[src/rtl/if_fetch.sv]
// Instruction-fetch stage: owns the PC, runs a req/ack fetch handshake with
// instruction memory and feeds if_pc/if_inst into the IF/ID register.
module if_fetch #(
  parameter logic [31:0] RESET_PC = 32'h0000_0000,
  parameter logic [31:0] PC_STEP  = 32'd4
) (
  input  logic        clk,
  input  logic        rst,
  input  logic        stall,
  input  logic        branch_flag,
  input  logic [31:0] branch_target,
  output logic        mem_req,
  output logic [31:0] mem_addr,
  input  logic        mem_ack,
  input  logic [31:0] mem_rdata,
  output logic [31:0] if_pc,
  output logic [31:0] if_inst,
  output logic        if_valid
);

  typedef enum logic [1:0] {IDLE, REQ, HOLD} state_t;

  state_t      state_q, state_d;
  logic [31:0] pc_q, pc_d;
  logic        req_d;
  logic [31:0] if_pc_d, if_inst_d;
  logic        if_valid_d;
  logic [31:0] buf_pc_q, buf_pc_d;
  logic [31:0] buf_inst_q, buf_inst_d;
  logic        redir_pending_q, redir_pending_d;
  logic [31:0] redir_target_q, redir_target_d;

  // The address on the bus is the PC itself, so it cannot move mid-request.
  assign mem_addr = pc_q;

  always_comb begin
    // NOTE: every next-state signal gets a default first so no latch is inferred.
    state_d         = state_q;
    pc_d            = pc_q;
    req_d           = mem_req;
    if_pc_d         = if_pc;
    if_inst_d       = '0;
    if_valid_d      = 1'b0;
    buf_pc_d        = buf_pc_q;
    buf_inst_d      = buf_inst_q;
    redir_pending_d = redir_pending_q;
    redir_target_d  = redir_target_q;

    unique case (state_q)
      IDLE: begin
        state_d = REQ;
        req_d   = 1'b1;
      end
      REQ: begin
        if (mem_ack) begin
          if (branch_flag || redir_pending_q) begin
            // Wrong-path word: drop it; a live redirect beats the latched one.
            pc_d            = branch_flag ? branch_target : redir_target_q;
            redir_pending_d = 1'b0;
          end else if (!stall) begin
            if_pc_d    = pc_q;
            if_inst_d  = mem_rdata;
            if_valid_d = 1'b1;
            pc_d       = pc_q + PC_STEP;
          end else begin
            buf_pc_d   = pc_q;
            buf_inst_d = mem_rdata;
            pc_d       = pc_q + PC_STEP;
            req_d      = 1'b0;
            state_d    = HOLD;
          end
        end else if (branch_flag) begin
          redir_pending_d = 1'b1;
          redir_target_d  = branch_target;
        end
      end
      HOLD: begin
        if (branch_flag) begin
          pc_d    = branch_target;
          req_d   = 1'b1;
          state_d = REQ;
        end else if (!stall) begin
          if_pc_d    = buf_pc_q;
          if_inst_d  = buf_inst_q;
          if_valid_d = 1'b1;
          req_d      = 1'b1;
          state_d    = REQ;
        end
      end
      default: state_d = IDLE;
    endcase
  end

  always_ff @(posedge clk) begin
    // NOTE: sequential state uses non-blocking assignments; reset is synchronous.
    if (rst) begin
      state_q         <= IDLE;
      pc_q            <= RESET_PC;
      mem_req         <= 1'b0;
      if_pc           <= '0;
      if_inst         <= '0;
      if_valid        <= 1'b0;
      buf_pc_q        <= '0;
      buf_inst_q      <= '0;
      redir_pending_q <= 1'b0;
      redir_target_q  <= '0;
    end else begin
      state_q         <= state_d;
      pc_q            <= pc_d;
      mem_req         <= req_d;
      if_pc           <= if_pc_d;
      if_inst         <= if_inst_d;
      if_valid        <= if_valid_d;
      buf_pc_q        <= buf_pc_d;
      buf_inst_q      <= buf_inst_d;
      redir_pending_q <= redir_pending_d;
      redir_target_q  <= redir_target_d;
    end
  end

endmodule
[config.mk]
export PLATFORM = sky130hd
export DESIGN_NAME = if_fetch
export DESIGN_NICKNAME = d
export VERILOG_FILES = /design/src/rtl/if_fetch.sv
export SDC_FILE = /design/constraint.sdc
export NUM_CORES = 1
export LEC_CHECK = 0
export CORE_MARGIN = 2
export CORE_UTILIZATION = 40
export CTS_BUF_LIST = sky130_fd_sc_hd__clkbuf_16
export DETAILED_ROUTE_END_ITERATION = 8
export RECOVER_POWER = 100
export SLEW_MARGIN = 10
export SYNTH_ARGS = -nofsm -noshare
export SYNTH_HDL_FRONTEND = slang
export SYNTH_SLANG_ARGS = --single-unit
[constraint.sdc]
create_clock -name clk -period 2 [get_ports clk]
set_input_delay 0.4 -clock clk [delete_from_list [all_inputs] [get_ports clk]]
set_output_delay 0.4 -clock clk [all_outputs]
set_load 0.02 [all_outputs]
---- After elaboration in Yosys (flattened, before gate mapping) ----
Index checks and enable logic that the tools add are counted.
operators by class
  $add $sub $neg .......................... 1
  eq/ne operators ......................... 11
  muxes and demuxes ....................... 37
  bitwise logic cells ..................... 2
  reductions and logical operators ........ 12
operators with widths
  cell                   number
  $mux 32                14
  $pmux 32 s2            3
  $add 32x3->32 const B  1
  $ne 2x2->1 const B     7
  $mux 1                 12
  $mux 2                 5
  $reduce_and 4->1       2
  $pmux 2 s3             1
  $reduce_and 3->1       2
  $reduce_and 6->1       1
  $reduce_and 5->1       1
  $reduce_bool 2->1      2
  $ne 3x3->1 const B     1
  $pmux 1 s3             1
  $reduce_bool 3->1      1
  $eq 2x1->1 const B     1
  $eq 2x2->1 const B     1
  $logic_not 2->1        1
  $ne 2x1->1 const B     1
  $not 1->1              2
  $pmux 1 s2             1
  $reduce_and 2->1       1
  $logic_or 1x1->1       1
word-level totals
  bits in registers ....................... 197
  logic and storage cells ................. 73

---- Logic depth before layout (Yosys ltp) ----
Gate-level depths: netlist (run 1).
  depth after elaboration ................. 4
  depth in mapped cells ................... 10
  gate-level depth less buffers ........... 7

---- Worst setup path before layout (run 1) ----
No wires, ideal clock.
  path type ............................... register -> register
  start point ............................. register pc_q[2], in the netlist mem_addr[2]
  end point ............................... register pc_q[22], in the netlist mem_addr[22]
  arrival time ............................ 1.801 ns
  data required time ...................... 1.866 ns
  slack ................................... 0.065 ns
  stages on the path, launching flop included .. 7
  path buffers ............................ 0
  clock period less this slack ............ 1.935 ns
  path through ............................ dfxtp_1 ha_1 and4_2 nand3_1 or3_1 o221ai_1 a211oi_1
on the way
  cells in the longest elaborated chain, start to end .. 4
ends and longest elaborated chain
  item                      line    text
  start: declaration        24      logic [31:0] pc_q, pc_d;
  start signal: assignment  109     pc_q <= pc_d;
  $add 32x3->32             64, 68
  $mux 32                   56      if (branch_flag || redir_pending_q) begin
  $mux 32                   55      if (mem_ack) begin
  $pmux 32 s2               49      unique case (state_q)
No other way between the ends. The select of a mux whose other input is x is not followed.
A chain may end at the register's enable or synchronous reset.

---- Worst setup path in the final report (run 1) ----
  start point ............................. register state_q[1]
  end point ............................... register pc_q[20], in the netlist mem_addr[20]
on the way
  cells in the longest elaborated chain, start to end .. 3
  elaborated cells between the ends (all ways) .. 7
  those cells by class .................... 4 x eq/ne; 1 x mux; 2 x reduce/logical
ends and longest elaborated chain
  item                                                              line  text
  start: declaration                                                23    state_t state_q, state_d;
  start signal: assignment                                          108   state_q <= state_d;
  $eq 2x2->1 / $eq 2x1->1 (equally long branches)                   49
  $ne 2x2->1 (no line) / $reduce_bool 2->1 (equally long branches)  n/a
  $reduce_and 3->1 (no line)                                        n/a
Parallel ways exist; a longest one is shown, timed or not.

==> results of run 1 <==
per-layer routing:
| layer | part of all wire [%] | global-route usage (%) | vias to the layer above |
|---|---|---|---|
| li1 | - | - | 4055 |
| met1 | 47 | 32.5 | 3805 |
| met2 | 45 | 33.9 | 255 |
| met3 | 6.3 | 3.39 | 41 |
| met4 | 2.0 | 7.59 | 0 |
| met5 | 0 | 0 | - |
logic make-up after synthesis:
kind of cell | count (synthesis) | synth area share, %
mux | 37 | 4.33
flops | 197 | 46.1
fa+ha+maj | 5 | 0.732
buf+inv | 105 | 5.59
simple gates | 423 | 22.2
compound gates | 282 | 21.0
sequential cells by signal, summed over array words and instances, names as in the netlist:
register and flops:
mem_req 1, buf_inst_q 32, buf_pc_q 32, if_inst 32, redir_pending_q 1, mem_addr 32, redir_target_q 32, state_q 2
if_valid 1, if_pc 32
what timing repair did:
action,CTS,global route
pin swaps,0,3
endpoints found under the setup margin,9,86
gates resized for setup,10,26
buffers inserted,0,1
gates cloned,0,2
critical path, stage by stage, from the launching register on:
cell and delay (ns):
dfxtp_1 0.38, inv_1 0.10, ha_1 0.22, nand2b_1 0.18, a21o_2 0.27, nor4_2 0.33, a211oi_1 0.14, a211oi_1 0.30
worst min path at each step:
stage	cells after the start	slack (ns)	end
5_1_grt	2	0.43	state_q[0]$_SDFFE_PP0P_
3_5_place_dp	2	0.44	redir_target_q[14]$_SDFFE_PP0P_
3_3_place_gp	2	0.44	redir_target_q[25]$_SDFFE_PP0P_
2_1_floorplan	2	0.43	redir_target_q[14]$_SDFFE_PP0P_
6_report	2	0.43	state_q[0]$_SDFFE_PP0P_
4_1_cts	2	0.41	state_q[0]$_SDFFE_PP0P_
power groups by stage:
| stage | clock, W | sequential (W) | combinational [W] |
|---|---|---|---|
| CTS | 0.00352 | 0.00415 | 0.00151 |
| floorplan | 0 | 0.00434 | 0.000628 |
| finish | 0.00346 | 0.00415 | 0.00152 |
| detailed placement | 0 | 0.00424 | 0.00150 |
| global placement | 0 | 0.00423 | 0.00149 |
| global route | 0.00366 | 0.00417 | 0.00165 |
stage by stage:
| stage | setup TNS (ns) | utilization, % | power (W) | area [um2] |
|---|---|---|---|---|
| 2_1_floorplan | 0 | - | 0.00497 | 8550 |
| 3_5_place_dp | -13.34 | 52.5 | 0.00574 | 11000 |
| 5_1_grt | -0.360 | 55.7 | 0.00947 | 11700 |
| 4_1_cts | 0 | 55.3 | 0.00917 | 11600 |
| 3_3_place_gp | -9.75 | 52.5 | 0.00573 | 11000 |
| 6_report | -0.0338 | 55.7 | 0.00913 | 11700 |
synth_stat cells, types with 2 or more instances:
master | number | area share [%]
buf_6 | 2 | 0.26
nand3_1 | 14 | 0.82
a22oi_1 | 33 | 2.9
buf_2 | 30 | 1.8
o221ai_1 | 3 | 0.31
and4_1 | 4 | 0.41
inv_1 | 7 | 0.31
nor3_1 | 13 | 0.76
a221oi_1 | 4 | 0.41
nor4_1 | 6 | 0.44
or2_2 | 2 | 0.15
nor3_2 | 2 | 0.23
or3_1 | 16 | 1.2
a21oi_1 | 125 | 7.3
and2_1 | 3 | 0.22
buf_1 | 10 | 0.44
o21ai_0 | 23 | 1.3
a21o_1 | 4 | 0.35
o21a_1 | 4 | 0.35
o21ai_1 | 2 | 0.12
nor4_4 | 2 | 0.50
ha_1 | 5 | 0.73
a221o_1 | 3 | 0.35
nand4_1 | 11 | 0.81
nand2_2 | 2 | 0.15
mux2i_1 | 37 | 4.3
and3_1 | 6 | 0.44
o22ai_1 | 2 | 0.15
a211oi_1 | 47 | 4.1
nand2b_1 | 2 | 0.15
a31o_2 | 3 | 0.31
o211ai_1 | 13 | 1.1
nand2_1 | 223 | 9.8
nor4_2 | 2 | 0.29
dfxtp_1 | 197 | 46
nor3b_1 | 2 | 0.18
clkbuf_1 | 47 | 2.1
a311oi_1 | 6 | 0.61
nor2_1 | 102 | 4.5
buf_4 | 8 | 0.70
final cells by class:
class                   instances  area, um2
fillers                      2000       9310
repair buffers                275       2610
diodes                          1       2.50
multi-input cells             747       4200
clock buffers                  17        425
well taps                     275        344
clock inverters                15        161
flip-flops and latches        197       3950
inverters                       7       26.3
==> results by group, run 1 <==
Outcome
  – Status: finished, violations left
  – Violated checks: negative setup slack

Synth
  – Synth Register Bits: 197
  – Syn_area_per_cell: 8.15 um2
  – Primary FF master, synth: dfxtp_1
  – Unique cell type count in the Yosys netlist: 62
  – Async SR Flop Fraction: 0%
  – Part of the Yosys area used for sequential elements: 46.1%
  – Syn nets: between 1000 and 1500
  – Mapped Cells: 1049
  – Cell Area, Synth: 0.00855 mm2
  – Yosys warns: 0
  – Number of synthesized flops with an enable pin: 0

Routing
  – Via-to-Cell Ratio: between 5 and 6
  – Vias after detailed routing: approximately 8200
  – Routed WL: 25900 um
  – Post-route DRC: 0
  – Pre-antenna DRT Iters: 5
  – Routed Antenna Nets: 0
  – Drt wl/cell: 16.9 um
  – Drt first-iter violations: between 600 and 700

Layout
  – Share of layout cells above drive strength 1: around 14%
  – Fin cells: ~1500
  – Layout area overhead: 37.0%
  – Most frequent cells in the layout: 223 x nand2_1, 194 x dfxtp_1, 153 x clkdlybuf4s50_1, 125 x a21oi_1, 100 x nor2_1
  – Fin nets: 1319
  – Leading cell type in the layout, fill and taps excluded: nand2_1

Power and ir drop
  – Clock share of power: between 30% and 40%
  – Switch share: ~29%
  – Flop pwr share: between 40% and 50%
  – Combinational share of power: between 10% and 20%
  – Power Dens Cells: roughly 800 mW/mm2
  – Internal: between 0.006 and 0.007 W
  – Pleak: 3.98 nW
  – Switch Pwr: between 0.002 and 0.003 W
  – Worst vdd ir: 0.555 mV

Clock network
  – Worst skew pair latency: ~0.44 ns
  – Clk root buf: clkbuf_16
  – Clock buffer count from CTS: 17
  – H-tree levels: 4
  – Hold Buf Count CTS: 0
  – CTS tree: done
  – Longest Clk Path Bufs: 2
  – Sink Count: 197
  – Clock slew seen by the registers of the worst setup and hold paths: around 0.08 ns

Floorplanning
  – Die area: around 0.023 mm2
  – I/O pin count: 167
  – Core Box Area: roughly 0.021 mm2
  – Die Ht: between 150 and 200 um
  – Die width: approximately 150 um
  – Initial cell density of the core: 40.7%
  – Row cnt: 53

Placement
  – Placed Cells: 1498
  – Hpwl dp: approximately 18000 um
  – GP Congestion: roughly 0.9
  – PortBufs: roughly 170
  – DP Worst Slack: -0.190 ns

Critical path
  – CP Capture Point: mem_addr[20]$_SDFFE_PP0P_
  – Cells on worst reg2reg path: 7
  – Crit start category: flop
  – Worst Setup SP: state_q[1]$_SDFFE_PP0P_
  – Req. time, crit path: about 2.3 ns
  – Crit. End Element: flop
  – CP arrival: 2.36 ns
  – R2R Path Start: state_q[1]$_SDFFE_PP0P_
  – Worst R2R End: mem_addr[20]$_SDFFE_PP0P_
  – Crit path kind: flop to flop
  – CP Max Fanout: 8
  – R2R Setup Slk: -0.03 ns

Job
  – Max_cap viols: 0

STA
  – Fmax: ~490 MHz
  – Hold slack: 0.427 ns
  – Worst Tran Pin Value: 0.551 ns
  – Worst setup slack after layout: -0.0338 ns
  – Slew headroom: around 63%
  – Slew Limit Fails: 0
  – RSZ-0062 raised after global routing: yes
  – Final period util: 102%
  – Final setup viols: 1
  – Final Hold Fails: 0
  – Worst Skew: ~0.014 ns
  – Crit path time final: a little over 2 ns

Global route
  – First-pass GRT wire length: between 30000 and 40000 um
  – Largest net degree at the start of global routing: 49
  – GRT Resource Usage Total: between 20% and 30%
  – Initial antenna violation count: 0
  – Vias in the first global route: between 7000 and 8000
  – Gr ovfl total: 0

Hold path
  – Worst Hold Class: input pin to flop
  – Worst Min Path Start: rst
Power figures use the tool's default switching activity.
==> run 2: changes to the inputs <==
SETUP_SLACK_MARGIN = 0.3   (was unset)
clock period = 2.2 ns   (was 2 ns; I/O delays follow)
==> run 2 against run 1 <==
  * The run now ends clean
  * Design area is 0.41% higher
  * Core utilization is 0.23 points higher
  * Non-clock buffer count is 6 lower
  * Hold slack better by 0.026 ns
  * Via count is 0.48% higher
  * Sequential power is 9.2% lower
  * Sequential share of layout area is 0.12 points lower
  * Combinational power is 11% lower
  * Final cell count is 0.46% lower
  * Register-to-register slack better by 0.26 ns
  * Wire length is 1.4% higher
==> results by group, run 2 (synthesis gave the netlist of run 1 again) <==
Floorplanning
  – Die Ht: 150 um (unchanged)
  – Die area: 0.0225 mm2 (unchanged)
  – Row cnt: 53 (unchanged)
  – I/O pin count: 167 (unchanged)
  – Core Box Area: 0.0210 mm2 (unchanged)
  – Die width: 150 um (unchanged)
  – Initial cell density of the core: 40.7% (unchanged)

Layout
  – Fin util: 55.9% (+0.23 points)
  – # diodes: 0 (-1)
  – Filler instances: 1986 (-0.70%)
  – Fin nets: 1313 (-0.45%)
  – Layout area overhead: 37.6%
  – Share of layout cells above drive strength 1: 12.9% (-1.4 points)
  – Leading cell type in the layout, fill and taps excluded: nand2_1
  – Most frequent cells in the layout: 223 x nand2_1, 194 x dfxtp_1, 125 x a21oi_1, 99 x nor2_1, 66 x clkdlybuf4s50_1

STA
  – Slew Limit Fails: 0 (unchanged)
  – Fmax: around 510 MHz
  – Worst Tran Pin Value: 0.641 ns (+0.0900 ns)
  – TNS Setup: 0 ns (+0.0338 ns)
  – Slew headroom: 57.3% (-6.0 points)
  – Worst Skew: 0.0232 ns (+0.00910 ns)
  – Crit path time final: around 2 ns
  – Final Hold Fails: 0 (unchanged)
  – RSZ-0062 raised after global routing: yes
  – Final period util: between 80% and 90%
  – Final setup viols: 0 (-1)

Power and ir drop
  – Pleak: 4.27 nW (+7.2%)
  – Power Dens Cells: 707 mW/mm2 (-9.4%)
  – Worst vdd ir: 0.559 mV (+0.82%)

Outcome
  – Status: finished clean

Placement
  – Hpwl dp: 18000 um (-0.45%)
  – PortBufs: 166 (unchanged)
  – GP Congestion: 0.888 (+0.45%)

Global route
  – First-pass GRT wire length: 40400 um (+1.6%)
  – Largest net degree at the start of global routing: 49 (unchanged)
  – GRT Resource Usage Total: 23.0% (+0.59 points)
  – Gr ovfl total: 0 (unchanged)
  – Vias in the first global route: 7232 (-1.8%)
  – Initial antenna violation count: 0 (unchanged)

Clock network
  – Hold Buf Count CTS: 0 (unchanged)
  – CTS tree: done
  – Clock buffer count from CTS: 17 (unchanged)
  – H-tree levels: 4 (unchanged)
  – Sink Count: 197 (unchanged)
  – Clock slew seen by the registers of the worst setup and hold paths: 0.08 ns (about the same)
  – Worst skew pair latency: 0.44 ns (about the same)
  – Clk root buf: clkbuf_16
  – Longest Clk Path Bufs: 2 (unchanged)

Critical path
  – CP Max Fanout: 7 (-1)
  – Req. time, crit path: 1.76 ns (-0.57 ns)
  – Crit path kind: flop to output port
  – CP arrival: 1.53 ns (-0.83 ns)
  – Crit start category: flop
  – Crit. End Element: output port

Routing
  – Routed Antenna Nets: 0 (unchanged)
  – Post-route DRC: 0 (unchanged)
  – Drt wl/cell: 17.2 um (+1.9%)
  – Pre-antenna DRT Iters: 5 (unchanged)
  – Via-to-Cell Ratio: 5.37 (+0.94%)
  – Vias after detailed routing: 8195 (+0.48%)
  – Routed WL: 26200 um (+1.4%)
  – Drt first-iter violations: 653 (+7.4%)

Hold path
  – Worst Hold Class: flop to flop

Job
  – Max_cap viols: 0 (unchanged)
==> run 2: layout make-up <==
cell class | count | area [um2] | area share [%]
clock buffer | 17 | 425 | 3.62
inverter | 7 | 28.8 | 0.245
tap | 275 | 344 | 2.93
timing repair buffer | 269 | 2540 | 21.6
sequential | 197 | 3950 | 33.6
multi-input combinational | 747 | 4290 | 36.4
clock inverter | 15 | 183 | 1.55
==> run 2: power by group <==
part	total, W	internal (W)	switching (W)
Combinational	0.00136	0.000582	0.000779
Sequential	0.00377	0.00369	0.0000833
Clock	0.00318	0.00164	0.00154
==> run 2: worst paths after layout <==
kind	to	slack, ns	startpoint	cells after the start
setup reg to reg	mem_addr[24]$_SDFFE_PP0P_	0.23	mem_addr[14]$_SDFFE_PP0P_	7
hold / removal	redir_target_q[28]$_SDFFE_PP0P_	0.45	redir_target_q[28]$_SDFFE_PP0P_	2
setup / recovery	mem_addr[7]	0.23	mem_addr[7]$_SDFFE_PP0P_	2
hold reg to reg	redir_target_q[28]$_SDFFE_PP0P_	0.45	redir_target_q[28]$_SDFFE_PP0P_	2
==> run 2: critical path, stage by stage, from the launching register on <==
cell and delay [ns]:
dfxtp_1 0.33, clkbuf_1 0.36, dlygate4sd2_1 0.40
==> run 2: repair_timing <==
item	4_1_cts	5_1_grt
endpoints found under the hold margin	0	0
pin swaps	2	8
cloned	1	2
setup buffers	2	13
gates resized for setup	45	45
setup endpoints to repair	79	105
==> run 2: metrics by stage <==
| stage | cells | power (W) | hold slack, ns | area [um2] | worst slack [ns] |
|---|---|---|---|---|---|
| after floorplan | 1049 | 0.00452 | 0.432 | 8550 | 0.324 |
| after global placement | 1477 | 0.00517 | 0.438 | 10900 | -0.00239 |
| after detailed placement | 1477 | 0.00518 | 0.443 | 10900 | -0.0393 |
| after CTS | 1512 | 0.00836 | 0.443 | 11600 | 0.300 |
| after global routing | 1527 | 0.00868 | 0.471 | 11800 | 0.135 |
| final | 1527 | 0.00831 | 0.454 | 11800 | 0.226 |
==> run 2: layer usage <==
layer / vias to the layer above / wire length, um / global-route usage [%]
li1: 4060 / - / -
met3: 24 / 1500 / 3.88
met2: 268 / 11600 / 33.0
met1: 3843 / 12600 / 35.2
met4: 0 / 426 / 6.37
met5: - / 0 / 0
